`src/rtl/vector_stream_loader.sv`:
```
// vector_stream_loader
//   Parses a framed element stream: SYNC_LEN zero elements, a length word N,
//   NUM_VECTORS vectors of N elements, then TRAILER_LEN zero elements.
//   Every payload element is written to the operand RAM at consecutive
//   addresses. The first element of each vector is latched. Frame completion
//   and framing errors are flagged with sticky bits.
// Ports
//   clk            rising-edge clock
//   reset          asynchronous, active-high
//   element        incoming element (ELEMENT_WIDTH*8 bits)
//   element_ready  transfer strobe; one transfer per 0->1 transition
//   clear          synchronous return to S_SYNC, clears latches and counters
//   addr/wr_en/wr_data   operand RAM write port (1 cycle after the transfer)
//   vec_len        latched vector length N
//   first_elements first element of vector v at [v*EW +: EW]
//   state          current FSM state
//   done / error   sticky frame-complete / framing-error flags
module vector_stream_loader #(
  parameter int unsigned ELEMENT_WIDTH = 3,
  parameter int unsigned ADDR_WIDTH    = 17,
  parameter int unsigned NUM_VECTORS   = 2,
  parameter int unsigned SYNC_LEN      = 3,
  parameter int unsigned TRAILER_LEN   = 2
) (
  input  logic                                   clk,
  input  logic                                   reset,
  input  logic [ELEMENT_WIDTH*8-1:0]             element,
  input  logic                                   element_ready,
  input  logic                                   clear,
  output logic [ADDR_WIDTH-1:0]                  addr,
  output logic                                   wr_en,
  output logic [ELEMENT_WIDTH*8-1:0]             wr_data,
  output logic [ADDR_WIDTH-1:0]                  vec_len,
  output logic [NUM_VECTORS*ELEMENT_WIDTH*8-1:0] first_elements,
  output logic [2:0]                             state,
  output logic                                   done,
  output logic                                   error
);

  localparam int unsigned EW   = ELEMENT_WIDTH * 8;
  localparam int unsigned AW   = ADDR_WIDTH;
  localparam int unsigned FW   = NUM_VECTORS * EW;
  localparam int unsigned VW   = (NUM_VECTORS > 1) ? $clog2(NUM_VECTORS) : 1;
  localparam int unsigned CMAX = (SYNC_LEN > TRAILER_LEN) ? SYNC_LEN : TRAILER_LEN;
  localparam int unsigned CW   = $clog2(CMAX + 1);
  // Wide enough to hold N*NUM_VECTORS without overflow
  localparam int unsigned PW   = AW + VW + 1;

  typedef enum logic [2:0] {
    S_SYNC  = 3'd0,
    S_LEN   = 3'd1,
    S_LOAD  = 3'd2,
    S_TRAIL = 3'd3,
    S_DONE  = 3'd4,
    S_ERR   = 3'd5
  } state_t;

  state_t          state_q, state_d;
  logic            ready_q;
  logic [CW-1:0]   zcnt_q, zcnt_d;
  logic [CW-1:0]   tcnt_q, tcnt_d;
  logic [AW-1:0]   idx_q, idx_d;
  logic [VW-1:0]   vec_q, vec_d;
  logic [AW-1:0]   base_q, base_d;
  logic [AW-1:0]   addr_d;
  logic            wr_en_d;
  logic [EW-1:0]   wr_data_d;
  logic [AW-1:0]   vec_len_d;
  logic [FW-1:0]   first_d;
  logic            done_d;
  logic            error_d;

  logic            xfer_c;
  logic [AW-1:0]   n_c;
  logic [PW-1:0]   total_c;
  logic            len_bad_c;

  // Rising edge of element_ready is one transfer
  assign xfer_c  = element_ready && !ready_q;
  assign n_c     = AW'(element);
  assign total_c = PW'(n_c) * PW'(NUM_VECTORS);
  // Zero length, stray high bits, or a frame that would overrun the RAM
  assign len_bad_c = (n_c == '0) ||
                     ((element >> ADDR_WIDTH) != '0) ||
                     (total_c > (PW'(1) << ADDR_WIDTH));

  assign state = 3'(state_q);

  // State and datapath registers
  always_ff @(posedge clk or posedge reset) begin
    if (reset) begin
      state_q        <= S_SYNC;
      ready_q        <= 1'b0;
      zcnt_q         <= '0;
      tcnt_q         <= '0;
      idx_q          <= '0;
      vec_q          <= '0;
      base_q         <= '0;
      addr           <= '0;
      wr_en          <= 1'b0;
      wr_data        <= '0;
      vec_len        <= '0;
      first_elements <= '0;
      done           <= 1'b0;
      error          <= 1'b0;
    end else begin
      state_q        <= state_d;
      ready_q        <= element_ready;
      zcnt_q         <= zcnt_d;
      tcnt_q         <= tcnt_d;
      idx_q          <= idx_d;
      vec_q          <= vec_d;
      base_q         <= base_d;
      addr           <= addr_d;
      wr_en          <= wr_en_d;
      wr_data        <= wr_data_d;
      vec_len        <= vec_len_d;
      first_elements <= first_d;
      done           <= done_d;
      error          <= error_d;
    end
  end

  // Next-state and next-output logic
  always_comb begin
    state_d   = state_q;
    zcnt_d    = zcnt_q;
    tcnt_d    = tcnt_q;
    idx_d     = idx_q;
    vec_d     = vec_q;
    base_d    = base_q;
    addr_d    = addr;
    wr_en_d   = 1'b0;
    wr_data_d = wr_data;
    vec_len_d = vec_len;
    first_d   = first_elements;
    done_d    = done;
    error_d   = error;

    if (clear) begin
      // clear wins over a same-cycle transfer, which is dropped
      state_d   = S_SYNC;
      zcnt_d    = '0;
      tcnt_d    = '0;
      idx_d     = '0;
      vec_d     = '0;
      base_d    = '0;
      vec_len_d = '0;
      first_d   = '0;
      done_d    = 1'b0;
      error_d   = 1'b0;
    end else if (xfer_c) begin
      unique case (state_q)
        S_SYNC: begin
          if (element == '0) begin
            if (zcnt_q == CW'(SYNC_LEN - 1)) begin
              zcnt_d  = '0;
              state_d = S_LEN;
            end else begin
              zcnt_d = zcnt_q + CW'(1);
            end
          end else begin
            zcnt_d = '0;
          end
        end
        S_LEN: begin
          if (len_bad_c) begin
            state_d = S_ERR;
            error_d = 1'b1;
          end else begin
            vec_len_d = n_c;
            idx_d     = '0;
            vec_d     = '0;
            base_d    = '0;
            state_d   = S_LOAD;
          end
        end
        S_LOAD: begin
          wr_en_d   = 1'b1;
          addr_d    = base_q + idx_q;
          wr_data_d = element;
          if (idx_q == '0) begin
            for (int unsigned v = 0; v < NUM_VECTORS; v++) begin
              if (vec_q == VW'(v)) first_d[v*EW +: EW] = element;
            end
          end
          if (idx_q == vec_len - AW'(1)) begin
            idx_d  = '0;
            vec_d  = vec_q + VW'(1);
            base_d = base_q + vec_len;
            if (vec_q == VW'(NUM_VECTORS - 1)) begin
              tcnt_d = '0;
              if (TRAILER_LEN == 0) begin
                state_d = S_DONE;
                done_d  = 1'b1;
              end else begin
                state_d = S_TRAIL;
              end
            end
          end else begin
            idx_d = idx_q + AW'(1);
          end
        end
        S_TRAIL: begin
          if (element == '0) begin
            if (tcnt_q == CW'(TRAILER_LEN - 1)) begin
              state_d = S_DONE;
              done_d  = 1'b1;
            end else begin
              tcnt_d = tcnt_q + CW'(1);
            end
          end else begin
            state_d = S_ERR;
            error_d = 1'b1;
          end
        end
        default: ;
      endcase
    end
  end

endmodule
```
`config.mk`:
```
export PLATFORM = sky130hd
export DESIGN_NAME = vector_stream_loader
export DESIGN_NICKNAME = d
export VERILOG_FILES = /design/src/rtl/vector_stream_loader.sv
export SDC_FILE = /design/constraint.sdc
export NUM_CORES = 1
export LEC_CHECK = 0
export CORE_AREA = 5 5 171 173
export DETAILED_ROUTE_END_ITERATION = 10
export DIE_AREA = 0 0 176 178
export RECOVER_POWER = 100
export SETUP_SLACK_MARGIN = 0.3
export SLEW_MARGIN = 20
export SYNTH_ARGS = -nofsm -noshare
export SYNTH_HDL_FRONTEND = slang
export SYNTH_SLANG_ARGS = --single-unit
```
`constraint.sdc`:
```
create_clock -name clk -period 6.7 [get_ports clk]
set_input_delay 1.005 -clock clk [delete_from_list [all_inputs] [get_ports clk]]
set_output_delay 1.005 -clock clk [all_outputs]
set_load 0.01 [all_outputs]
```
# Yosys cells after proc, flatten, opt, wreduce, memory -nomap -nowiden

Index checks and enable logic that the tools add are counted.

Shifts and indexed selects: 0
Divide/modulo/power cells: 0
Muxes and demuxes: 59
Multiply operators: 0
Bitwise operators: 1
Add/subtract/negate cells: 7
$lt $le $gt $ge: 1
Eq/ne operators: 18
Reduce and logical (&&, ||, !) cells: 33

Operators by type and width:

| cell                                                | number |
|---|---|
| two-way mux 48 bit                                  | 4 |
| two-way mux 17 bit                                  | 11 |
| case mux 17 bit (2 select lines)                    | 2 |
| two-way mux 24 bit                                  | 2 |
| adder 17 bit                                        | 2 |
| logical NOT 17 bit                                  | 2 |
| two-way mux 3 bit                                   | 9 |
| inequality test 3 bit, second input constant        | 9 |
| logical NOT 24 bit                                  | 1 |
| nonzero test 24 bit                                 | 1 |
| two-way mux 2 bit                                   | 11 |
| AND reduction 4 bit                                 | 5 |
| > comparator 18 bit, second input constant          | 1 |
| nonzero test 2 bit                                  | 9 |
| adder 17 x 1 -> 17 bit, second input constant       | 1 |
| equality test 17 bit                                | 1 |
| subtractor 17 x 1 -> 17 bit, second input constant  | 1 |
| two-way mux 1 bit                                   | 16 |
| case mux 3 bit (4 select lines)                     | 1 |
| AND reduction 3 bit                                 | 3 |
| nonzero test 3 bit                                  | 3 |
| AND reduction 7 bit                                 | 1 |
| equality test 3 x 2 -> 1 bit, second input constant | 2 |
| AND reduction 6 bit                                 | 1 |
| 16 further kinds                                    | 20 |

Memory bits (writable): 0
Input port bits: 28
Word-level logic and storage cells: 134
Bits in registers: 152
Memories: 0
Bits in latches: 0
Memory bits (read-only): 0
Output and inout port bits: 112

# Depth between registers and ports, before layout

Depth in word-level cells: 7
Depth in mapped cells: 11
Gate-level depth less buffers: 11

# Worst setup path after synthesis

No wires, ideal clock.

Path type: register to register
Start point: register vec_len[7]
End point: register state_q[0], in the netlist state[0]
Arrival time: 3.187 ns
Stages on the path, launching flop included: 10
Setup time: 0.125 ns
Required time: 6.575 ns
Buffers on the path: 1
Path slack: 3.388 ns
Clock period less this slack: 3.312 ns
Path through: dfrtp_1 -> clkbuf_1 -> nor4_1 -> xnor2_1 -> a41oi_1 -> or4b_4 -> a2111oi_4 -> a21oi_2 -> a211o_1 -> mux2_4

Cells in the longest elaborated chain, start to end: 4

RTL lines:

| item                                   | line | text |
|---|---|---|
| start, declared                        | 33   | `output logic [ADDR_WIDTH-1:0] vec_len,` |
| start signal, assigned                 | 117  | `vec_len <= vec_len_d;` |
| subtractor 17 x 1 -> 17 bit            | 187  | `if (idx_q == vec_len - AW'(1)) begin` |
| equality test 17 bit                   | 187  |  |
| inequality test 3 bit (no source line) | n/a  |  |
| AND reduction 7 bit (no source line)   | n/a  |  |
| end signal, assigned                   | 107  | `state_q <= state_d;` |
| end, declared                          | 58   | `state_t state_q, state_d;` |

No other way between the ends.
A chain may end at the register's enable or synchronous reset.

# Worst setup path in the final report

Start point: input port clear
End point: register base_q[4]

Cells in the longest elaborated chain, start to end: 2
Elaborated cells between the ends (all ways): 6
Those cells by class: 2 x eq/ne; 1 x mux; 3 x reduce/logical

RTL lines:

| item                                                           | line | text |
|---|---|---|
| start, declared                                                | 29   | `input logic clear,` |
| inequality test 3 bit (no source line) (tied with other cells) | n/a  |  |
| AND reduction 4 bit (no source line)                           | n/a  |  |
| end signal, assigned                                           | 113  | `base_q <= base_d;` |
| end, declared                                                  | 64   | `logic [AW-1:0] base_q, base_d;` |

Several ways; a longest one is shown, not always the timed one.

==> results.toml <==
[cts]
tritoncts = "yes"
cts_buffers = 17
cts_resized = 0
cts_setup_buffers = 0
ctsHtreeMaxLevel = 4
postCtsHoldBufs = 0
clk_pin_slew_ns = 0.06
cts_buffer_depth = 2
cts_root_buf = "clkbuf_16"
clk_latency_ns = 0.43
clock-sinks = 152

[routing]
drt_wl_total_mm = 24.5
avgRoutedWirePerCell_um = 18.2
drc = 0
vias = 6834
detail-route-antenna-nets = 0
vias_per_cell = 5.08
first_pass_iters = 5
drtIter0Drc = 345

[logic_synthesis]
netlist_area_sq_um = 8420
synth_ff_type = "dfrtp_1"
synth_top_area_share_pct = 45.2
synthTopCellsByArea = "dfrtp_1 (45%), mux2_2 (7.2%), ha_1 (5.3%)"
synth_edf_count = 0
async_flop_share_pct = 100
yosysWarnings = 0
synth_area_leader_cell = "dfrtp_1"
syn_inst = 856
syn_nets = 922
ys_types = 59
ys_ff_latch = 152
synth_area_per_cell_sq_um = 9.84
seq_area_frac_synth_pct = 45.2

[sta]
min_period_ns = 4.91
setup_ws_ns = 1.79
rsz0062_at_grt = "false"
max_freq_ghz = 0.204
timing.setup.tns_ns = 0
skew_ns = 0.0109
finalSetupViolCount = 0
hold_viol = 0
maxSlewViolCount = 230
slew_headroom_pct = -168
worst_pin_slew_ns = 4.00
fin_crit_sh_pct = 73.2

[global_routing]
grt_pass1_vias = 6895
use_met1_pct = 21.2
track_usage_pct = 15.9
met3_usage_pct = 5.43
grt_pass1_wl_mm = 39.2
grt-ovfl-total = 0
grt_max_degree = 91
grtUsageMet2_pct = 25.1
grt_busiest_layer = "met2"
antenna_found_initial = 0

[setup_path]
cp_slowest_cell = "clkbuf_1"
cp.arrival_ns = 5.22
cp_max_fo = 51
path_buf_inv = 3
path_depth = 7
worstPathRequired_ns = 7.02
cp_top_family = "buffers and inverters"
cpPeakStageDelay_ns = 1.78
end_kind = "register"
timing.critical_path.cells = "clkbuf_1 > clkbuf_1 > nor2_1 > and2_0 > clkbuf_1 > nor2_2 > mux2_2"
critPathLaunchType = "primary input"
crit_top_cell = "clkbuf_1"
critPathKind = "in2reg"
r2r_cells = 11

[placed_design]
post_dp_cell_area_sq_um = 10200
place_congestion = 0.872
hpwl_mm = 17.5
placed_cells = 1313
pre_cts_ws_ns = 2.29
port_buffers = 139

[layout]
final_area_sq_um = 10700
area_growth_syn_to_layout_pct = 27.2
drive_gt1_share_pct = 9.91
finalNetCount = 1052
fin_util_pct = 39.0
instances_no_fill = 1345
antenna-diode-count = 0

[power]
vdd_drop_max_v = 0.000164
p_leak_nw = 5.08
powerDensity_nw_per_um2 = 203

[floorplan]
die_h_um = 178
rows = 61
initial_utilization_pct = 30.7
die_w_um = 176
core-area_sq_um = 27500
die-area_sq_um = 31300
num_io_pins = 140

[worst_hold_path]
hp-class = "reg2reg"
holdPathStages = 2

[outcome]
violations = "max-capacitance violations, max-slew violations"
status = "finished with violations"

[job]
timing.max_cap.violations = 5
==> layer usage <==
layer	share of wire (%)	wire, um	up-vias
met5	0	0	-
met2	45	11000	197
met4	1.5	368	0
met1	46	11300	3295
met3	7.5	1830	28
li1	-	-	3314
==> state kept, by name, indices dropped and copies added (netlist names), 3 cells and up <==
name and flops:
wr_data 24, base_q 17, idx_q 17, vec_len 17
state 3, addr 17, first_elements 48
==> through the flow <==
| step | hold WS [ns] | power [mW] |
|---|---|---|
| 6_report | 0.468 | 2.17 |
| 5_1_grt | 0.493 | 2.27 |
| 2_1_floorplan | 0.457 | 1.10 |
| 3_3_place_gp | 0.458 | 1.24 |
| 4_1_cts | 0.481 | 2.22 |
| 3_5_place_dp | 0.464 | 1.24 |
==> tightest hold or removal path, delay by kind of cell (launching register included) <==
family	cells	cell delay (ns)
DFF	1	0.34
and+or+nand+nor	1	0.04
AOI/OAI and AO/OA	1	0.05
==> synthesized netlist by cell type (all sizes together), types with 24 or more instances <==
cell,count
xnor2,31
o21ai,54
nor2b,31
nand2,116
dfrtp,152
ha,36
clkbuf,29
mux2,57
a21oi,24
nand3,25
xor2,29
nor2,63
==> final timing paths <==
kind | from | to | slack, ns
worst max-delay path | clear | base_q[4]$_DFFE_PP0P_ | 1.79
worst min-delay path | addr[9]$_DFFE_PP0P_ | addr[9]$_DFFE_PP0P_ | 0.47
worst min register to register | addr[9]$_DFFE_PP0P_ | addr[9]$_DFFE_PP0P_ | 0.47
worst max register to register | vec_len[1]$_DFFE_PP0P_ | base_q[4]$_DFFE_PP0P_ | 2.48
min in group asynchronous | reset | first_elements[31]$_DFFE_PP0P_ | 2.22
max in group asynchronous | reset | base_q[7]$_DFFE_PP0P_ | 2.33
==> cell families after synthesis <==
kind of cell,Yosys count,synth area share [%]
and+or+nand+nor,327,19.0
DFF,152,45.2
AOI/OAI and AO/OA,144,11.1
muxes,76,10.0
xor gates and xnor gates,60,6.24
buffers and inverters,59,2.75
adders and majority gates,38,5.82
==> report_power, final <==
part	switching, mW	leakage, nW	internal [mW]
clock	0.446	0.281	0.529
sequential	0.0227	2.04	0.959
combinational	0.111	2.77	0.106
total	0.580	5.08	1.59
==> layout make-up <==
| class | instances | area [sq um] |
|---|---|---|
| Clock buffer | 18 | 429 |
| Clock inverter | 14 | 151 |
| Fill cell | 2731 | 16800 |
| Inverter | 22 | 83.8 |
| Multi-Input combinational cell | 645 | 4380 |
| Sequential cell | 152 | 3800 |
| Tap cell | 346 | 433 |
| Timing Repair Buffer | 148 | 1430 |
==> cell usage in the layout, fill, tap and decap left out, drive strengths merged, types with 8 or more instances in the layout <==
| cell | synthesis | layout |
|---|---|---|
| a21o | 8 | 8 |
| a21oi | 24 | 24 |
| and3 | 8 | 8 |
| clkbuf | 29 | 24 |
| clkdlybuf4s50 | 0 | 23 |
| dfrtp | 152 | 152 |
| dlygate4sd3 | 0 | 115 |
| ha | 36 | 36 |
| inv | 21 | 30 |
| mux2 | 57 | 57 |
| mux2i | 19 | 19 |
| nand2 | 116 | 116 |
| nand2b | 10 | 10 |
| nand3 | 25 | 25 |
| nand4 | 15 | 15 |
| nor2 | 63 | 63 |
| nor2b | 31 | 31 |
| nor3 | 19 | 19 |
| nor4 | 13 | 13 |
| o21ai | 54 | 54 |
| o41ai | 15 | 15 |
| xnor2 | 31 | 31 |
| xor2 | 29 | 29 |
(Power assumes the default switching activity.)
